### src/rtl/fwd_hazard_ctrl.sv
// Forwarding and load-use hazard controller for the 5-stage pipeline.
// Optional feature macro: FWD_WB_PATH_EN enables the WB-stage forward path (select 101).
module fwd_hazard_ctrl #(
  parameter int REG_W = 5,
  parameter int CNT_W = 16
) (
  input  logic             CLK,
  input  logic             RST,
  input  logic             id_valid,
  input  logic [REG_W-1:0] id_rs1,
  input  logic [REG_W-1:0] id_rs2,
  input  logic             id_use_rs1,
  input  logic             id_use_rs2,
  input  logic             id_use_imm,
  input  logic [REG_W-1:0] id_rd,
  input  logic             id_regwrite,
  input  logic             id_memread,
  input  logic             pipe_hold,
  input  logic             flush,
  output logic             stall,
  output logic [2:0]       ex_src1_sig,
  output logic [2:0]       ex_src2_sig,
  output logic [CNT_W-1:0] stall_cnt
);

  localparam logic [2:0] SEL_RF  = 3'b100;
  localparam logic [2:0] SEL_MEM = 3'b110;
  localparam logic [2:0] SEL_WB  = 3'b101;
  localparam logic [2:0] SEL_IMM = 3'b000;

  typedef struct packed {
    logic             valid;
    logic [REG_W-1:0] rd;
    logic             regwrite;
    logic             memread;
  } rec_t;

  typedef enum logic {RUN, STALL} state_t;

  rec_t   ex_q, mem_q, wb_q, id_rec;
  state_t state_q, state_d;
  logic   haz1, haz2, hazard;
  logic [2:0] sel1, sel2;

  function automatic logic produces(input rec_t rec, input logic [REG_W-1:0] r);
    return rec.valid && rec.regwrite && (rec.rd == r) && (r != '0);
  endfunction

  // Returns {hazard, select}; the youngest producer (EX) takes priority over MEM.
  function automatic logic [3:0] dep(input rec_t ex, input rec_t mem, input rec_t wb,
                                     input logic [REG_W-1:0] r);
    logic [3:0] res;
    res = {1'b0, SEL_RF};
    if (produces(ex, r) && ex.memread)
      res = {1'b1, SEL_RF};
    else if (produces(ex, r))
      res = {1'b0, SEL_MEM};
    else if (produces(mem, r))
`ifdef FWD_WB_PATH_EN
      res = {1'b0, SEL_WB};
`else
      res = {1'b1, SEL_RF};
`endif
    else if (produces(wb, r))
      res = {1'b0, SEL_RF};  // register file writes through, so WB needs no forward
    return res;
  endfunction

  always_comb begin
    haz1 = 1'b0;
    sel1 = SEL_RF;
    haz2 = 1'b0;
    sel2 = id_use_imm ? SEL_IMM : SEL_RF;
    if (id_use_rs1) {haz1, sel1} = dep(ex_q, mem_q, wb_q, id_rs1);
    if (id_use_rs2) {haz2, sel2} = dep(ex_q, mem_q, wb_q, id_rs2);
    hazard = id_valid && (haz1 || haz2);
    stall  = hazard && !pipe_hold && !RST;
  end

  always_comb begin
    id_rec.valid    = 1'b1;
    id_rec.rd       = id_rd;
    id_rec.regwrite = id_regwrite;
    id_rec.memread  = id_memread;
  end

  always_comb begin
    state_d = state_q;
    if (!pipe_hold) begin
      case (state_q)
        RUN:     if (stall)  state_d = STALL;
        STALL:   if (!stall) state_d = RUN;
        default: state_d = RUN;
      endcase
    end
  end

  always_ff @(posedge CLK) begin
    if (RST) begin
      state_q     <= RUN;
      ex_q        <= '0;
      mem_q       <= '0;
      wb_q        <= '0;
      ex_src1_sig <= SEL_RF;
      ex_src2_sig <= SEL_RF;
      stall_cnt   <= '0;
    end else if (!pipe_hold) begin
      state_q <= state_d;
      wb_q    <= mem_q;
      mem_q   <= ex_q;
      if (id_valid && !stall && !flush) begin
        ex_q        <= id_rec;
        ex_src1_sig <= sel1;
        ex_src2_sig <= sel2;
      end else begin
        ex_q        <= '0;
        ex_src1_sig <= SEL_RF;
        ex_src2_sig <= SEL_RF;
      end
      if (stall && (stall_cnt != '1))
        stall_cnt <= stall_cnt + 1'b1;
    end
  end

endmodule

### config.mk
export PLATFORM = sky130hd
export DESIGN_NAME = fwd_hazard_ctrl
export DESIGN_NICKNAME = d
export VERILOG_FILES = /design/src/rtl/fwd_hazard_ctrl.sv
export SDC_FILE = /design/constraint.sdc
export NUM_CORES = 1
export LEC_CHECK = 0
export CORE_ASPECT_RATIO = 1.4
export CORE_MARGIN = 3
export CORE_UTILIZATION = 40
export CTS_CLUSTER_DIAMETER = 100
export DETAILED_ROUTE_END_ITERATION = 6
export PLACE_DENSITY_LB_ADDON = 0.25
export SLEW_MARGIN = 20
export SYNTH_ARGS = -nofsm -noshare
export SYNTH_HDL_FRONTEND = slang
export SYNTH_SLANG_ARGS = --single-unit
### constraint.sdc
create_clock -name CLK -period 6.2 [get_ports CLK]
set_input_delay 1.86 -clock CLK [delete_from_list [all_inputs] [get_ports CLK]]
set_output_delay 1.86 -clock CLK [all_outputs]
set_load 0.02 [all_outputs]
==> flow_summary.yaml, run 1 <==
timing:
  relSlewSlack_pct: 46.3
  tightest_slew_ns: 0.804
  fin_crit_ns: 5.94
  finalHoldViolCount: 0
  fin_setup_tns_ns: 0
  maxSlewViolCount: 0
  setup_viol_count_final: 0
  fmaxAchievable_mhz: 168
  period_share_pct: 95.8
  finalHoldWorstSlack_ns: 0.455
  rsz0062_at_grt: "no"
  fin_skew_ns: 0.00758
cts:
  cts_setup_buffers: 0
  cts_sinks: 34
  insertion_delay_ns: 0.29
  numCtsBuffers: 5
  root_buffer: "clkbuf_8"
  cts_tree: "built"
  cts.path.max_buffers: 2
  postCtsHoldBufs: 0
  clk_pin_slew_ns: 0.07
  cts_resized: 0
  h-tree-depth: 2
synthesis:
  synth_area_leaders: "dfxtp_1 38%, xnor2_1 6.3%, xor2_1 5.4%"
  syn_avg_cell_area_um2: 9.05
  synth_commonest_cells: "34 x dfxtp_1, 17 x nor2_1, 13 x xnor2_1"
  synth_cells: 199
  yosysSeqAreaShare_pct: 37.8
  synth_cell_type_count: 46
  yosys.area.top_type_share_pct: 37.8
  synthFlopType: "dfxtp_1"
  synth-seq-cells: 34
  async_flop_share_pct: 0
  syn_area_um2: 1800
  synth_edf_count: 0
  synth_warnings: 0
  yosysMostFrequentCell: "dfxtp_1"
  yosys.area.top_type: "dfxtp_1"
layout:
  multi_input_area_um2: 1050
  drive_gt1_share_pct: 7.35
  syn2layout_area_growth_pct: 32.0
  final_nets: 270
  seq_area_um2: 681
  antennaDiodeCount: 0
  fillers: 396
  post-route-util_pct: 55.6
  fin_area_um2: 2380
worst_setup_path:
  critical_path_class: "input port to output port"
  cp.arrival_ns: 4.08
  start_kind: "input port"
  worstSetupEndpointType: "output port"
  worstPathMaxFanout: 4
  worst_ep_required_time_ns: 4.34
  ff2ff_setup_slack_ns: 3.86
global_routing:
  grt_pass1_wl_mm: 7.20
  grt_pass1_vias: 1604
  grt_max_degree: 22
  gr-total-overflow: 0
  grt_use_total_pct: 16.8
  antenna_found_initial: 0
power:
  power.density_nw_per_um2: 182
  ir_drop_uv: 139
  power_leakage_nw: 0.863
route:
  num_vias: 1601
  post-route-drc-count: 0
  first_iter_violations: 66
  wl_per_cell_um: 14.1
  ant_nets: 0
  wirelength_mm: 4.30
  viasPerCell: 5.25
  drtPass1Iterations: 4
floorplan:
  die_w_um: 62.7
  die_y_um: 85.4
  pin_count: 48
  core-area_um2: 4270
  rows: 28
  start_util_pct: 42.1
  die_area_um2: 5350
outcome:
  status: "completed"
placed_design:
  dpl_cell_area_um2: 2280
  io_buffers: 44
  routabilityCongestion: 0.924
  dp_hpwl_mm: 3.27
flow_run:
  cap_violations: 0
min_path:
  hold_path.class: "register to register"
## critical path: stages
cell and delay (ns):
clkdlybuf4s50_1 0.54, xnor2_1 0.14, nand4_1 0.17, nor4_1 0.32, nor2_1 0.09, o21ai_1 0.29, clkdlybuf4s50_1 0.67
## final cells by class
| class | instances | share of cell area [%] |
|---|---|---|
| tap | 60 | 3.16 |
| clock buffer | 7 | 3.63 |
| sequential | 34 | 28.6 |
| timing repair buffer | 47 | 19.5 |
| multi-input combinational | 152 | 44.2 |
| clock inverter | 1 | 0.211 |
| inverter | 4 | 0.632 |
## power by group
part	switching (mW)	total [mW]	leakage [nW]	internal [mW]
logic	0.0185	0.0416	0.540	0.0231
clock network	0.0784	0.168	0.0482	0.0895
registers	0.00226	0.223	0.274	0.220
## final timing paths
check | start | endpoint | cells past startpoint
hold / removal | ex_src2_sig[2] | ex_src2_sig[2] | 2
hold reg to reg | ex_src2_sig[2] | ex_src2_sig[2] | 2
setup reg to reg | stall_cnt[6] | stall_cnt[9] | 7
setup / recovery | id_rs2[3] | stall | 7
## sequential cells by signal, summed over array words and instances (netlist names)
signal,count
ex_src2_sig,2
ex_src1_sig,1
stall_cnt,16
mem_q,7
ex_q,8
## per-stage QoR
stage / power, mW / worst slack, ns / std cells
global placement: 0.269 / 0.293 / 297
detailed placement: 0.269 / 0.262 / 297
CTS: 0.437 / 0.260 / 305
global route: 0.449 / 0.0481 / 305
floorplan: 0.247 / 1.39 / 200
finish: 0.432 / 0.257 / 305
## cells in the final DEF, fill, tap and decap left out, types with 7 or more instances in the layout
master,synthesis,layout
clkdlybuf4s50_1,0,44
and2_1,8,8
nand4_1,8,8
a22o_1,7,7
nor2_1,17,17
nand2_1,10,10
xnor2_1,13,13
dfxtp_1,34,34
xor2_1,11,11
a21oi_1,8,8
mux2i_1,8,8
## cell families (layout without fill, tap and decap cells)
kind of cell / count (synthesis) / count (layout) / synth area share [%]
and+or+nand+nor: 75 / 75 / 22.8
other: 2 / 3 / 0.417
muxes: 9 / 9 / 5.07
DFF: 34 / 34 / 37.8
xor gates and xnor gates: 24 / 24 / 11.7
buffers and inverters: 14 / 59 / 4.03
adders and majority gates: 1 / 1 / 0.695
AOI/OAI and AO/OA: 40 / 40 / 17.5
## layer usage
metal | share of wire (%) | global-route usage (%) | vias up
met1 | 42 | 18.3 | 742
li1 | - | - | 810
met2 | 51 | 29.9 | 42
met3 | 5.8 | 5.03 | 7
met5 | 0 | 0 | -
met4 | 2.0 | 7.63 | 0
(Power assumes the default switching activity.)
==> inputs of run 2 (changes only) <==
--- a/config.mk
+++ b/config.mk
@@ -5,6 +5,7 @@
 export SDC_FILE = /design/constraint.sdc
 export NUM_CORES = 1
 export LEC_CHECK = 0
+export ABC_AREA = 1
 export CORE_ASPECT_RATIO = 1.4
 export CORE_MARGIN = 3
 export CORE_UTILIZATION = 40
==> run 2 against run 1 <==
Net effect: sequential share of layout area decreased by 3.9 points; die area increased by 17%; first-iteration DRC count increased by 4.5%; clock skew increased by 0.0020 ns.
==> flow_summary.yaml, run 2 <==
outcome:
  status: "completed"
worst_setup_path:
  critPathMaxStageDelay_ns: 0.59
  r2r-start: "stall_cnt[0]"
  cp.arrival_ns: 3.91
  crit_top_cell: "nand2_1"
  critPathBufInv: 4
  start_kind: "input port"
  critical_path_class: "input port to output port"
  worstSetupEndpointType: "output port"
  crit_family: "buffers and inverters"
  worst_ep_required_time_ns: 4.34
  ff2ff_setup_slack_ns: 4.22
  rr_endpoint: "stall_cnt[0]"
  r2r_cells: 8
  worstPathCellList: "clkdlybuf4s50_1, inv_1, nand2_1, nand3b_1, nor2_1, nand2_1, nand2_1, nand3_1, nand2_4, nand2_2, inv_1, clkdlybuf4s50_1"
  critPathSlowestCell: "clkdlybuf4s50_1"
  worstPathMaxFanout: 17
min_path:
  hold_start: "ex_q[0]"
  hold_path.class: "register to register"
  hold_depth: 2
  hold_path_end: "ex_q[0]"
floorplan:
  rows: 30
  pin_count: 48
  start_util_pct: 42.9
  die_y_um: 92.6
  core-area_um2: 4990
  die_w_um: 67.8
  die_area_um2: 6280
global_routing:
  grt_pass1_vias: 2183
  grt_max_degree: 25
  gr-total-overflow: 0
  grt_use_total_pct: 19.2
  grt_pass1_wl_mm: 9.46
  antenna_found_initial: 0
placed_design:
  io_buffers: 44
  routabilityCongestion: 0.832
  dp_hpwl_mm: 4.18
  dpl.cell_count: 427
  dpl_cell_area_um2: 2610
synthesis:
  synth_cell_type_count: 31
  synthFlopType: "dfxtp_1"
  syn_avg_cell_area_um2: 6.51
  synth_cells: 329
  synth-seq-cells: 34
  yosysSeqAreaShare_pct: 31.8
  yosys.area.top_type: "dfxtp_1"
  synth_area_leaders: "dfxtp_1 32%, nand2_1 16%, a21oi_1 7.0%"
  synth_commonest_cells: "94 x nand2_1, 34 x dfxtp_1, 34 x inv_1"
  async_flop_share_pct: 0
  yosysMostFrequentCell: "nand2_1"
  yosys.area.top_type_share_pct: 31.8
  synth_edf_count: 0
  synth_warnings: 0
  syn_area_um2: 2140
timing:
  tightest_slew_ns: 0.718
  rsz0062_at_grt: "no"
  fmaxAchievable_mhz: 173
  setup_viol_count_final: 0
  fin_crit_ns: 5.77
  fin_skew_ns: 0.00959
  finalHoldViolCount: 0
  relSlewSlack_pct: 51.9
  period_share_pct: 93.0
  fin_setup_tns_ns: 0
  maxSlewViolCount: 0
layout:
  final_nets: 396
  seq_area_um2: 681
  fin_area_um2: 2750
  final_common_cell: "nand2_1"
  antennaDiodeCount: 0
  stdcell_count: 435
  largest_register_ffs: 16
  layout_common_cells: "94 x nand2_1, 44 x clkdlybuf4s50_1, 34 x inv_1, 34 x dfxtp_1, 31 x nor2_1"
  multi_input_area_um2: 1240
  drive_gt1_share_pct: 6.47
  top_register: "stall_cnt"
  syn2layout_area_growth_pct: 28.2
  fillers: 506
  top_regs: "stall_cnt: 16 flops, ex_q: 8 flops, mem_q: 7 flops"
cts:
  cts_sinks: 34
  cts_tree: "built"
  cts_setup_buffers: 0
  postCtsHoldBufs: 0
  h-tree-depth: 2
  numCtsBuffers: 5
  root_buffer: "clkbuf_8"
  insertion_delay_ns: 0.29
  cts_resized: 0
  clk_pin_slew_ns: 0.07
  cts.path.max_buffers: 2
power:
  ir_drop_uv: 162
  power_leakage_nw: 1.09
  power.density_nw_per_um2: 190
route:
  wl_per_cell_um: 12.6
  post-route-drc-count: 0
  drtPass1Iterations: 4
  ant_nets: 0
  viasPerCell: 5.03
  first_iter_violations: 69
  wirelength_mm: 5.49
  num_vias: 2190
flow_run:
  cap_violations: 0
==> run 2: cell count changes after synthesis, moves of 7 or more <==
| cell | before | now |
|---|---|---|
| and2_1 | 8 | 0 |
| nor2_1 | 17 | 31 |
| inv_1 | 4 | 34 |
| nand4_1 | 8 | 16 |
| nand3_1 | 6 | 23 |
| nand2_1 | 10 | 94 |
| a21oi_1 | 8 | 30 |
| mux2i_1 | 8 | 0 |
| a22o_1 | 7 | 0 |
==> run 2: cell type report <==
| class | instances | area share, % |
|---|---|---|
| multi-input cells | 244 | 45.1 |
| flip-flops and latches | 34 | 24.8 |
| repair buffers | 48 | 17.1 |
| inverters | 37 | 5.06 |
| well taps | 64 | 2.92 |
| clock buffers | 5 | 2.51 |
| clock inverters | 3 | 2.51 |
==> run 2: routing by layer <==
metal	vias to the layer above	share of wire, %	wire length (µm)	global-route usage (%)
met2	58	52	2840	34.2
met4	0	2.2	119	7.13
li1	1130	-	-	-
met5	-	0	0	0
met1	989	41	2270	22.2
met3	13	4.7	260	3.16
==> run 2: worst max path at each step <==
stage | endpoint | slack (ns) | cells past startpoint | from
2_1_floorplan | stall | 1.49 | 10 | id_rs2[4]
3_3_place_gp | stall | 0.44 | 12 | id_rs2[3]
3_5_place_dp | stall | 0.42 | 12 | id_rs1[0]
4_1_cts | stall | 0.41 | 12 | id_rs1[0]
5_1_grt | stall | 0.21 | 12 | id_rs1[0]
6_report | stall | 0.43 | 12 | id_rs1[0]
==> run 2: cell families after synthesis <==
kind of cell	Yosys count	share of synthesized area [%]
xor+xnor	19	7.77
fa+ha+maj	1	0.584
flops	34	31.8
buf+inv	52	10.6
other cells	2	0.351
compound gates	37	8.65
simple gates	184	40.3
==> run 2: per-stage QoR <==
step | utilization (%) | setup WS [ns] | total power, mW | hold WS (ns)
finish | 55.0 | 0.432 | 0.523 | 0.466
global route | 55.0 | 0.214 | 0.545 | 0.499
CTS | 55.0 | 0.414 | 0.528 | 0.467
detailed placement | 52.2 | 0.425 | 0.283 | 0.456
global placement | 52.2 | 0.443 | 0.283 | 0.456
floorplan | - | 1.49 | 0.259 | 0.445
==> run 2: tightest hold or removal path: cells and delay by family, from the launching register on <==
| family | cells | cell delay (ns) |
|---|---|---|
| AO/OA/AOI/OAI | 1 | 0.05 |
| flip-flops | 1 | 0.31 |
| AND/OR/NAND/NOR | 1 | 0.06 |
==> run 2: where the power goes <==
part           total [mW]  internal [mW]  switching (mW)
sequential          0.225          0.222         0.00319
combinational      0.0528         0.0250          0.0278
clock               0.245          0.161          0.0837
total               0.523          0.408           0.115
